File: src/rtl/arm_sequencer_pkg.sv
// Shared definitions for the arm sequencer and the ALU datapath: state
// encoding, control opcode values and instruction field positions.
package arm_sequencer_pkg;

  // Sequencer states; the encoding itself is never visible outside the core.
  typedef enum logic [2:0] {
    ST_IDLE  = 3'd0,
    ST_FETCH = 3'd1,
    ST_EXEC1 = 3'd2,
    ST_EXEC2 = 3'd3,
    ST_HALT  = 3'd4
  } state_t;

  // Instruction field positions. Bit 15 selects ALU (1) versus control (0).
  localparam int ARM_BIT = 15;
  localparam int OP_MSB  = 14;
  localparam int OP_LSB  = 12;

  // Control opcodes carried in the op field when the ALU bit is clear.
  localparam logic [2:0] OP_NOP  = 3'b000;
  localparam logic [2:0] OP_JMP  = 3'b001;
  localparam logic [2:0] OP_JZ   = 3'b010;
  localparam logic [2:0] OP_HALT = 3'b011;

  // Extract the op field from an instruction word.
  function automatic logic [2:0] getOp(input logic [15:0] instWord);
    return instWord[OP_MSB:OP_LSB];
  endfunction

  // True when the instruction is executed by the ALU.
  function automatic logic isAluOp(input logic [15:0] instWord);
    return instWord[ARM_BIT];
  endfunction

endpackage

File: src/rtl/arm_next_pc.sv
// Combinational next-PC selection. Given the decoded instruction fields, the
// current PC and the zero flag, it picks the PC for the following fetch and
// flags HALT so the sequencer can park.
module arm_next_pc
  import arm_sequencer_pkg::*;
#(
  parameter int PC_W = 8
) (
  input  logic            i_aluOp,
  input  logic [2:0]      i_op,
  input  logic [PC_W-1:0] i_target,
  input  logic [PC_W-1:0] i_pc,
  input  logic            i_zflag,
  output logic [PC_W-1:0] o_nextPc,
  output logic            o_isHalt
);

  localparam logic [PC_W-1:0] PC_ONE = {{(PC_W-1){1'b0}}, 1'b1};

  logic [PC_W-1:0] w_pcInc;

  // Sequential successor; wraps naturally at the top of the address space.
  assign w_pcInc = i_pc + PC_ONE;

  // Choose the next PC: ALU ops and unknown control ops fall through to pc+1.
  always_comb begin
    o_nextPc = w_pcInc;
    o_isHalt = 1'b0;
    if (!i_aluOp) begin
      case (i_op)
        OP_JMP:  o_nextPc = i_target;
        OP_JZ:   o_nextPc = i_zflag ? i_target : w_pcInc;
        OP_HALT: begin
          o_nextPc = i_pc;
          o_isHalt = 1'b1;
        end
        default: o_nextPc = w_pcInc;
      endcase
    end
  end

endmodule

File: src/rtl/arm_sequencer.sv
// Instruction sequencer for the 16-bit Harvard core. Fetches a word from
// program memory, presents it to the ALU for one exec1 cycle, captures the
// zero flag from ALU results, then resolves control flow in EXEC2.
module arm_sequencer
  import arm_sequencer_pkg::*;
#(
  parameter int              PC_W     = 8,
  parameter logic [PC_W-1:0] RESET_PC = '0
) (
  input  logic            clk,
  input  logic            rst_n,
  input  logic            run,
  output logic            imem_req,
  output logic [PC_W-1:0] imem_addr,
  input  logic [15:0]     imem_rdata,
  input  logic            imem_valid,
  input  logic [15:0]     alu_result,
  output logic [15:0]     inst,
  output logic            exec1,
  output logic [PC_W-1:0] pc,
  output logic            zflag,
  output logic            halted
);

  state_t          r_state;
  state_t          w_nextState;
  logic [PC_W-1:0] r_pc;
  logic [15:0]     r_inst;
  logic            r_zflag;
  logic [PC_W-1:0] w_nextPc;
  logic            w_isHalt;

  arm_next_pc #(
    .PC_W(PC_W)
  ) u_nextPc (
    .i_aluOp  (isAluOp(r_inst)),
    .i_op     (getOp(r_inst)),
    .i_target (r_inst[PC_W-1:0]),
    .i_pc     (r_pc),
    .i_zflag  (r_zflag),
    .o_nextPc (w_nextPc),
    .o_isHalt (w_isHalt)
  );

  // State register; reset returns to IDLE from anywhere, abandoning a fetch.
  always_ff @(posedge clk) begin
    if (!rst_n) begin
      r_state <= ST_IDLE;
    end else begin
      r_state <= w_nextState;
    end
  end

  // Next-state logic; run only matters in IDLE and HALT is left only by reset.
  always_comb begin
    w_nextState = r_state;
    case (r_state)
      ST_IDLE:  if (run) w_nextState = ST_FETCH;
      ST_FETCH: if (imem_valid) w_nextState = ST_EXEC1;
      ST_EXEC1: w_nextState = ST_EXEC2;
      ST_EXEC2: w_nextState = w_isHalt ? ST_HALT : ST_FETCH;
      ST_HALT:  w_nextState = ST_HALT;
      default:  w_nextState = ST_IDLE;
    endcase
  end

  // Moore outputs decoded purely from the current state.
  always_comb begin
    imem_req = 1'b0;
    exec1    = 1'b0;
    halted   = 1'b0;
    case (r_state)
      ST_FETCH: imem_req = 1'b1;
      ST_EXEC1: exec1    = 1'b1;
      ST_HALT:  halted   = 1'b1;
      default: begin
        imem_req = 1'b0;
        exec1    = 1'b0;
        halted   = 1'b0;
      end
    endcase
  end

  // Datapath: capture the fetched word, latch the zero flag, advance the PC.
  always_ff @(posedge clk) begin
    if (!rst_n) begin
      r_pc    <= RESET_PC;
      r_inst  <= 16'h0000;
      r_zflag <= 1'b0;
    end else begin
      if (r_state == ST_FETCH && imem_valid) begin
        r_inst <= imem_rdata;
      end
      if (r_state == ST_EXEC1 && isAluOp(r_inst)) begin
        r_zflag <= (alu_result == 16'h0000);
      end
      if (r_state == ST_EXEC2) begin
        r_pc <= w_nextPc;
      end
    end
  end

  assign imem_addr = r_pc;
  assign pc        = r_pc;
  assign inst      = r_inst;
  assign zflag     = r_zflag;

endmodule

File: config.mk
export PLATFORM = sky130hd
export DESIGN_NAME = arm_sequencer
export DESIGN_NICKNAME = d
export VERILOG_FILES = /design/src/rtl/arm_sequencer_pkg.sv /design/src/rtl/arm_next_pc.sv /design/src/rtl/arm_sequencer.sv
export SDC_FILE = /design/constraint.sdc
export NUM_CORES = 1
export LEC_CHECK = 0
export BUFFER_PORTS_ARGS = -buffer_cell sky130_fd_sc_hd__buf_2
export CAP_MARGIN = 20
export CORE_MARGIN = 2
export CORE_UTILIZATION = 30
export DETAILED_ROUTE_END_ITERATION = 7
export GPL_TIMING_DRIVEN = 0
export SLEW_MARGIN = 20
export SYNTH_ARGS = -nofsm -noshare
export SYNTH_HDL_FRONTEND = slang
export SYNTH_SLANG_ARGS = --single-unit
File: constraint.sdc
create_clock -name clk -period 3 [get_ports clk]
set_input_delay 0.6 -clock clk [delete_from_list [all_inputs] [get_ports clk]]
set_output_delay 0.6 -clock clk [all_outputs]
set_load 0.05 [all_outputs]
* Word-level counts from Yosys, hierarchy flattened
Index checks and enable logic that the tools add are counted.
Storage, ports and cells: register bits 28, bits in latches 0, RAM bits 0, bits in read-only memories 0, input port bits 36, output and inout bits 36, logic and storage cells 33, memories 0
Cells by class: $add $sub $neg 1, multiply operators 0, divide/modulo/power cells 0, $lt $le $gt $ge 0, eq/ne operators 10, shift-type cells 0, multiplexer cells 12, bitwise logic cells 0, reduce and logical (&&, ||, !) cells 6
Operators with widths (count):
- $pmux W8 S3 | 1
- $logic_not A16 Y1 | 1
- $mux W8 | 2
- $pmux W3 S5 | 1
- $eq A3 B2 Y1 const B | 4
- $mux W3 | 3
- $add A8 B1 Y8 const B | 1
- $eq A3 B1 Y1 const B | 2
- $ne A2 B2 Y1 const B | 3
- $mux W1 | 5
- $reduce_and A2 Y1 | 2
- $eq A3 B3 Y1 const B | 1
- $logic_not A3 Y1 | 1
- $logic_and A1 B1 Y1 | 2

* Depth between registers and ports, before layout
Gate-level depths: netlist of run 1.
depth after elaboration 5, gate-level depth with buffers 7, gate-level depth less buffers 5

* By module
A second synthesis of run 1 with hierarchy kept.
Second synthesis, totals: cells, all modules 196, area, all modules 1702.9 µm²
Modules (own cells, without submodules):
- arm_sequencer | times used 1, cells each 135, area each 1277.5 µm², sequential area each 560.5 µm²
- arm_next_pc | times used 1, cells each 61, area each 425.4 µm², sequential area each 0.0 µm²

* Worst setup path before layout of run 1
Ideal clock, no wire load.
kind register to output, from register r_state[0], to output port halted, arrival 1642 ps, required time 2400 ps, slack 758 ps, cell stages (with the launch flop) 3, path buffers 1, cells stage by stage dfxtp_1 -> buf_4 -> nor3b_1
Between the ends: word-level cells in the longest chain between the ends 2
RTL lines:
- from (decl) | line arm_sequencer.sv:25 | state_t r_state;
- from (signal assigned) | line arm_sequencer.sv:50 | r_state <= w_nextState;
- $eq A3 B3 Y1 | line arm_sequencer.sv:72 | case (r_state)
- $mux W1 | line arm_sequencer.sv:72
- to (decl) | line arm_sequencer.sv:22 | output logic halted
No other way between the ends.

* Worst setup path after layout of run 1
Same ends and word-level chain as after synthesis.

==> impl_metrics.csv, run 1 <==
group,metric,value,unit
critical_path,start_kind,"flop",
cells_and_area,finalInstanceArea,1831,sq um
timing,fin_setup_tns,0,ns
logic_synthesis,syn_inst,176,
critical_path,r2r_start,"inst[13]",
clocking,cts_buffer_depth,2,
logic_synthesis,synth.area.top_cells,"dfxtp_1, nand2_1, a21oi_1",
logic_synthesis,synth_top_cell_by_area,"dfxtp_1",
critical_path,cp.arrival,1.32,ns
logic_synthesis,synth_ff_type,"dfxtp_1",
route,drtAntennaViolNets,0,
route,vias,1429,
power_and_ir_drop,seqPwrFrac,52.4,%
route,post_drt_wl_per_cell,11.46,um
cells_and_area,area_delta_synth_final,33.24,%
cells_and_area,insertedDiodeCount,0,
timing,rsz0062_at_grt,"no",
critical_path,slowest_delay,0.32,ns
power_and_ir_drop,p_int,0.5295,mW
power_and_ir_drop,leakage,0.8607,nW
logic_synthesis,synth_area,1374,sq um
hold_path,hold_path_depth,2,
critical_path,r2r_cells,4,
clocking,cts_root_buffer,"clkbuf_8",
global_route,grt_pass1_wl,5678,um
flow_run,maxCapViolations,0,
die,fp.dieH,71.67,um
cells_and_area,layout-drive-gt1-share,36.55,%
hold_path,min_from,"inst[10]",
die,rows,24,
timing,period_share,64.14,%
timing,finalHoldViolations,0,
logic_synthesis,synth_area_per_cell,7.806,sq um
placed_design,portBuffers,70,
timing,worstMarginPinSlew,0.7539,ns
critical_path,r2r_end,"imem_addr[6]",
logic_synthesis,yosysWarnings,0,
clocking,postCtsHoldBufs,0,
cells_and_area,final_common_cell,"buf_2",
clocking,path_clk_slew,0.09,ns
clocking,numCtsBuffers,3,
critical_path,cp-end-kind,"output port",
route,drc,0,
timing,timing.final.ws_setup,1.076,ns
placed_design,post-place-ws,1.033,ns
clocking,htree_num_levels,1,
power_and_ir_drop,power_frac_comb,21.4,%
route,drt_iter0_drc,26,
power_and_ir_drop,power_frac_clock,26.2,%
clocking,post_cts_buffers,0,
die,core-area,4384,sq um
timing,final_max_slew_viol_count,0,
die,ioPinCount,72,
timing,skew,0.003935,ns
cells_and_area,register_area,560.5,sq um
logic_synthesis,synth_cell_type_count,30,
clocking,cts_sinks,28,
logic_synthesis,async_flop_share,0,%
hold_path,hold_path_end,"inst[10]",
power_and_ir_drop,p_switching,0.2316,mW
logic_synthesis,synth_fp_nets,213,
power_and_ir_drop,vdd_ir_drop_max,0.1817,mV
logic_synthesis,synth_top_area_share,40.80,%
timing,setup_viol,0,
cells_and_area,fillerInstances,485,
global_route,track_usage,13.54,%
cells_and_area,fin_nets,288,
logic_synthesis,synth.ff_latch_count,28,
timing,slew_headroom,49.44,%
die,dieArea,5137,sq um
critical_path,cp_max_fo,7,
logic_synthesis,synth_edf_count,0,
placed_design,gp_congestion,0.8262,
critical_path,slowest_stage,"buf_2",
critical_path,path_class,"reg2out",
global_route,grt_max_degree,15,
die,die_w,71.67,um
critical_path,required,2.40,ns
placed_design,dpl_cell_area,1789,sq um
clocking,cts_tree,"yes",
cells_and_area,multiInputGateArea,695.7,sq um
route,routed_wl,3450,um
hold_path,hold_class,"reg2reg",
die,initial_core_util,31.34,%
power_and_ir_drop,p_per_area,415.8,nW/um^2
route,via_per_inst,4.748,
global_route,first_global_vias,1333,
global_route,antenna_found_initial,0,
cells_and_area,final_cell_mix,"buf_2, nand2_1, dfxtp_1",
critical_path,crit_path_cell_trace,"buf_4, nor3b_1, buf_2",
timing,min_period,1.924,ns
critical_path,r2r_slack,1.40,ns
route,dr.pass1.iters,4,
placed_design,hpwl,2721,um
global_route,grt_overflow,0,
clocking,cts_resized,0,
logic_synthesis,yosysSeqAreaShare,40.80,%
clocking,clock_latency,0.27,ns
timing,clock.fmax,0.5197,GHz
run_status,status,"completed",
power_and_ir_drop,switching_share,30.42,%
[state kept, by name, summed over array words and instances, names as in the netlist]
| name | flops |
|---|---|
| zflag | 1 |
| inst | 16 |
| r_state | 3 |
| imem_addr | 8 |
[cell usage after synthesis, types with 4 or more instances]
cell,n
a21oi_1,19
mux2i_1,7
dfxtp_1,28
nand2_1,46
buf_2,4
nand2b_1,5
o22ai_1,5
nor2_1,8
nand3_1,5
nor3_1,4
buf_4,11
nor4_1,5
[worst max-delay path, delay by kind of cell, from the launching register on]
kind          cells  cell delay (ns)
simple gates      1             0.27
buf+inv           2             0.47
flops             1             0.31
[worst max path at each step]
stage                    start        to  slack (ns)  depth (start not counted)
CTS                 r_state[1]     exec1        1.08                          3
finish              r_state[0]    halted        1.08                          3
global route        r_state[0]    halted        1.01                          3
detailed placement       rst_n  inst[13]        1.03                          4
global placement         rst_n  inst[15]        1.04                          4
floorplan           r_state[0]    halted        0.76                          2
[metal layers]
layer | wire [um] | global-route usage, %
met5 | 0 | 0
met4 | 36 | 3.774
met3 | 228 | 3.235
met2 | 1541 | 23.97
met1 | 1643 | 16.29
[cells by family after synthesis]
logic type / Yosys count / share of synthesized area, %
flip-flops: 28 / 40.80
adder cells (fa/ha/maj): 1 / 0.9106
multiplexers: 7 / 5.100
AND/OR/NAND/NOR: 86 / 29.78
buffers and inverters: 19 / 8.561
AO/OA/AOI/OAI: 35 / 14.84
[final cells by class]
type                    instances  area share [%]
flip-flops and latches         28           30.62
inverters                       1          0.2051
multi-input cells             129           38.00
clock buffers                   3           2.256
repair buffers                 70           19.14
plain buffers                  18           6.220
well taps                      52           3.554
[power groups by stage]
stage / Sequential [mW] / Clock [mW] / Combinational (mW)
after global placement: 0.407 / 0 / 0.164
after global routing: 0.401 / 0.224 / 0.176
after CTS: 0.399 / 0.210 / 0.165
final: 0.399 / 0.200 / 0.163
after floorplan: 0.445 / 0 / 0.0744
after detailed placement: 0.408 / 0 / 0.164
[metrics by stage]
step / std cells / power, mW / hold slack, ns / util [%]
after floorplan: 176 / 0.5197 / 0.4961 / -
after global placement: 298 / 0.5711 / 0.4405 / 40.81
after detailed placement: 298 / 0.5720 / 0.4442 / 40.81
after CTS: 301 / 0.7736 / 0.4571 / 41.75
after global routing: 301 / 0.8014 / 0.4924 / 41.75
final: 301 / 0.7611 / 0.4577 / 41.75
(Power assumes the default switching activity.)
==> run 2: changes to the inputs <==
==> constraint.sdc (replaced) <==
create_clock -name clk -period 1.56 [get_ports clk]
set_input_delay 0.312 -clock clk [delete_from_list [all_inputs] [get_ports clk]]
set_output_delay 0.312 -clock clk [all_outputs]
set_load 0.05 [all_outputs]
==> run 2 against run 1 <==
  * Largest power group unchanged
  * Count of clock-buffer cells in the layout unchanged
  * Cell count down 0.33%
  * First-iteration DRC count rose to 2.6 times the previous value
  * Worst setup slack worse by 1.0 ns
  * Non-clock buffer count down 2
  * Hold slack worse by 0.20 ns
  * Design area up 5.1%
  * Sequential power up 93%
  * Wire length up 2.2%
==> impl_metrics.csv, run 2 (synthesis gave the netlist of run 1 again) <==
group,metric,value,unit
run_status,status,"completed",
critical_path,cp.arrival,1.17,ns
critical_path,required,1.25,ns
timing,worstMarginPinSlew,0.4890,ns
cells_and_area,insertedDiodeCount,0,
die,ioPinCount,72,
die,initial_core_util,31.34,%
critical_path,start_kind,"flop",
global_route,use_met2,23.46,%
route,drt_iter0_drc,67,
timing,timing.final.ws_setup,0.07761,ns
power_and_ir_drop,p_int,1.202,mW
route,drtAntennaViolNets,0,
placed_design,gp_congestion,0.7317,
die,dieArea,5137,sq um
clocking,numCtsBuffers,3,
power_and_ir_drop,seqPwrFrac,46.0,%
timing,skew,0.002560,ns
power_and_ir_drop,p_switching,0.4770,mW
global_route,grt_overflow,0,
route,dr.pass1.iters,4,
critical_path,cp_max_fo,8,
global_route,met1_usage,17.98,%
placed_design,portBuffers,70,
cells_and_area,layout-drive-gt1-share,43.95,%
die,die_w,71.67,um
placed_design,hpwl,2665,um
route,routed_wl,3527,um
cells_and_area,multiInputGateArea,737.0,sq um
die,rows,24,
route,drc,0,
global_route,grt_max_degree,17,
clocking,cts_buffer_depth,2,
cells_and_area,fillerInstances,469,
flow_run,maxCapViolations,0,
global_route,grtUsageMet3,3.938,%
clocking,post_cts_buffers,0,
clocking,cts_root_buffer,"clkbuf_8",
global_route,grt_pass1_wl,5809,um
timing,setup_viol,0,
power_and_ir_drop,power_frac_clock,34.3,%
die,core-area,4384,sq um
global_route,track_usage,13.85,%
placed_design,post-place-ws,-0.1206,ns
critical_path,critPathLaunch,"imem_addr[4]",
timing,hold-worst-slack,0.2566,ns
timing,final_max_slew_viol_count,0,
timing,clock.fmax,0.6746,GHz
clocking,htree_num_levels,1,
timing,finalHoldViolations,0,
cells_and_area,register_area,573.1,sq um
die,fp.dieH,71.67,um
timing,min_period,1.482,ns
power_and_ir_drop,p_per_area,872.5,nW/um^2
route,post_drt_wl_per_cell,11.76,um
critical_path,path_class,"reg2out",
power_and_ir_drop,leakage,0.8876,nW
global_route,first_global_vias,1297,
hold_path,hold_class,"in2reg",
clocking,cts_sinks,28,
clocking,cts_tree,"yes",
critical_path,cp-end-kind,"output port",
cells_and_area,final_common_cell,"buf_2",
cells_and_area,area_delta_synth_final,40.07,%
global_route,top_usage_layer,"met2",
timing,rsz0062_at_grt,"no",
timing,slew_headroom,67.40,%
cells_and_area,fin_nets,286,
cells_and_area,post-route-util,43.89,%
global_route,antenna_found_initial,0,
cells_and_area,largest_register_ffs,16,
critical_path,r2r_start,"inst[13]",
route,vias,1467,
clocking,clock_latency,0.27,ns
power_and_ir_drop,vdd_ir_drop_max,0.5542,mV
power_and_ir_drop,power_frac_comb,19.8,%
route,via_per_inst,4.890,
cells_and_area,final_cell_mix,"buf_2, nand2_1, a21oi_1",
hold_path,min_from,"imem_rdata[15]",
timing,period_share,95.02,%
clocking,postCtsHoldBufs,0,
power_and_ir_drop,switching_share,28.41,%
clocking,path_clk_slew,0.10,ns
[run 2: worst paths after layout]
path	end	slack, ns	cells after the start
max	pc[4]	0.08	2
min	inst[15]	0.26	3
max reg2reg	imem_addr[5]	0.09	5
min reg2reg	inst[8]	0.45	2
[run 2: worst max-delay path, stage by stage, from the launching register on]
cell and delay [ns]:
dfxtp_1 0.49, buf_4 0.16, buf_2 0.24
[run 2: through the flow]
stage	TNS [ns]	total power, mW	std cells	area (sq um)
after CTS	0	1.684	301	1894
after floorplan	-0.04190	1.002	176	1393
after global placement	-1.473	1.102	298	1808
after global routing	0	1.752	300	1924
final	0	1.679	300	1924
after detailed placement	-1.172	1.103	298	1808
[run 2: power by group through the flow]
stage / clock network, mW / logic (mW) / registers [mW]
after floorplan: 0 / 0.145 / 0.857
after global placement: 0 / 0.317 / 0.784
after detailed placement: 0 / 0.319 / 0.785
after CTS: 0.593 / 0.322 / 0.769
after global routing: 0.616 / 0.360 / 0.776
final: 0.575 / 0.332 / 0.771
[run 2: layer usage]
layer	wire [um]	vias up
met5	0	-
met4	22	0
met3	312	2
met2	1624	69
met1	1568	650
li1	-	746
[run 2: repair_timing]
action | in CTS | in global routing
gates cloned | 0 | 0
pin swaps | 0 | 2
gates resized for setup | 4 | 15
hold endpoints to repair | 0 | 0
endpoints found under the setup margin | 15 | 20
[run 2: final cells by class]
| cell class | instances | share of cell area [%] |
|---|---|---|
| Buffer | 16 | 5.852 |
| Clock inverter | 1 | 1.560 |
| Clock buffer | 3 | 2.146 |
| Sequential cell | 28 | 29.78 |
| Tap cell | 52 | 3.381 |
| Multi-Input combinational cell | 129 | 38.30 |
| Inverter | 1 | 0.1951 |
| Timing Repair Buffer | 70 | 18.79 |
==> run 3: changes to the inputs <==
--- a/config.mk
+++ b/config.mk
@@ -7,9 +7,9 @@
 export LEC_CHECK = 0
 export BUFFER_PORTS_ARGS = -buffer_cell sky130_fd_sc_hd__buf_2
 export CAP_MARGIN = 20
-export CORE_MARGIN = 2
 export CORE_UTILIZATION = 30
 export DETAILED_ROUTE_END_ITERATION = 7
+export GPL_ROUTABILITY_DRIVEN = 0
 export GPL_TIMING_DRIVEN = 0
 export SLEW_MARGIN = 20
 export SYNTH_ARGS = -nofsm -noshare
==> run 3 against run 2 <==
  * Hold slack better by 0.0061 ns
  * Non-clock buffer count increased by 5
  * Via count down 1.2%
  * Largest power group unchanged
  * Cell count grew 1.7%
  * Register-to-register slack hardly changed
  * Largest cell class unchanged
==> impl_metrics.csv, run 3 (synthesis gave the netlist of run 1 again) <==
group,metric,value,unit
clocking,cts_tree,"yes",
route,routed_wl,3546,um
clocking,cts_root_buffer,"clkbuf_8",
cells_and_area,final_common_cell,"buf_2",
die,core-area,4384,sq um
route,drc,0,
global_route,antenna_found_initial,0,
route,post_drt_wl_per_cell,11.63,um
clocking,cts_sinks,28,
timing,hold-worst-slack,0.2627,ns
clocking,cts_buffer_depth,2,
critical_path,cp_max_fo,5,
flow_run,maxCapViolations,0,
timing,timing.final.ws_setup,0.08286,ns
global_route,grt_overflow,0,
die,fp.dieH,69.67,um
critical_path,cp-end-kind,"output port",
timing,rsz0062_at_grt,"yes",
power_and_ir_drop,p_switching,0.4729,mW
global_route,first_global_vias,1305,
route,vias,1449,
timing,worstMarginPinSlew,0.4779,ns
timing,finalHoldViolations,0,
placed_design,portBuffers,70,
route,drt_iter0_drc,70,
power_and_ir_drop,leakage,0.8990,nW
power_and_ir_drop,power_frac_clock,28.7,%
clocking,htree_num_levels,1,
timing,skew,0.003002,ns
critical_path,r2r_cells,5,
hold_path,hold_class,"in2reg",
critical_path,r2r_start,"inst[12]",
global_route,track_usage,15.14,%
cells_and_area,fin_nets,291,
hold_path,hold_path_depth,3,
cells_and_area,final_cell_mix,"buf_2, nand2_1, a21oi_1, dfxtp_1, buf_4",
critical_path,cp.arrival,1.17,ns
power_and_ir_drop,p_per_area,790.1,nW/um^2
power_and_ir_drop,vdd_ir_drop_max,0.3974,mV
timing,setup_viol,0,
timing,period_share,94.69,%
global_route,grt_max_degree,16,
global_route,grt_pass1_wl,6030,um
placed_design,dpl_cell_area,1808,sq um
cells_and_area,insertedDiodeCount,0,
route,drtAntennaViolNets,0,
die,ioPinCount,72,
cells_and_area,finalInstanceArea,1979,sq um
placed_design,dp.cells,298,
cells_and_area,instances_no_fill,305,
die,rows,24,
power_and_ir_drop,total_power,1.564,mW
power_and_ir_drop,seqPwrFrac,49.4,%
die,die_w,69.67,um
clocking,clock_latency,0.27,ns
critical_path,r2r_slack,0.09,ns
timing,final_max_slew_viol_count,0,
die,dieArea,4854,sq um
die,initial_core_util,31.34,%
clocking,numCtsBuffers,3,
route,dr.pass1.iters,4,
critical_path,start_kind,"flop",
timing,clock.fmax,0.6770,GHz
power_and_ir_drop,power_frac_comb,21.9,%
timing,fin_setup_tns,0,ns
cells_and_area,post-route-util,45.15,%
critical_path,path_class,"reg2out",
power_and_ir_drop,switching_share,30.24,%
critical_path,r2r_end,"imem_addr[4]",
placed_design,hpwl,2611,um
cells_and_area,area_delta_synth_final,44.08,%
timing,slew_headroom,68.14,%
cells_and_area,layout-drive-gt1-share,45.45,%
hold_path,hold_path_end,"inst[12]",
timing,min_period,1.477,ns
critical_path,required,1.25,ns
clocking,path_clk_slew,0.09,ns
run_status,status,"completed",
clocking,postCtsHoldBufs,0,
placed_design,post-place-ws,-0.1382,ns
power_and_ir_drop,p_int,1.091,mW
cells_and_area,largest_register_ffs,16,
route,via_per_inst,4.751,
hold_path,min_from,"imem_rdata[12]",
-- run 3: cell types whose count changed in the layout (fill, tap and decap cells not counted), moves of 2 or more --
cell and delta:
buf_4 +3, buf_6 +2, nor3b_2 -2, nor3b_4 +2
-- run 3: area by class of cell --
cell class                 count  area (sq um)
buffer                        17         120.1
inverter                       1         3.754
tap                           52         65.06
fill                         453          2405
clock buffer                   4         55.05
sequential                    28         571.8
multi-input combinational    129         764.5
timing repair buffer          74         399.1
-- run 3: power groups by stage --
stage                     Clock (mW)  Combinational (mW)  Sequential [mW]
final                          0.449               0.342            0.772
after global routing           0.493               0.368            0.778
after CTS                      0.468               0.321            0.769
after detailed placement           0               0.317            0.786
after global placement             0               0.316            0.785
after floorplan                    0               0.145            0.857
-- run 3: critical path, stage by stage (launching register included) --
cell	delay [ns]
dfxtp_1	0.37
nand2b_2	0.25
nor2_2	0.11
buf_6	0.16
-- run 3: per-layer routing --
metal	GRT usage (%)	wire length, um	share of wire, %
met5	0	0	0
met4	3.333	22	0.62
met3	4.651	258	7.3
met2	25.46	1661	47
met1	19.06	1604	45
-- run 3: timing repair --
action	4_1_cts	5_1_grt
resized for setup	4	22
endpoints found under the setup margin	14	21
pin swaps	0	2
buffers inserted	0	4
-- run 3: worst max path at each step --
stage               startpoint            to  cells past startpoint
floorplan           r_state[1]         zflag                      5
global placement         rst_n      inst[12]                      4
detailed placement       rst_n      inst[13]                      4
CTS                 r_state[0]      imem_req                      4
global route        r_state[1]  imem_addr[0]                      6
finish              r_state[2]      imem_req                      3
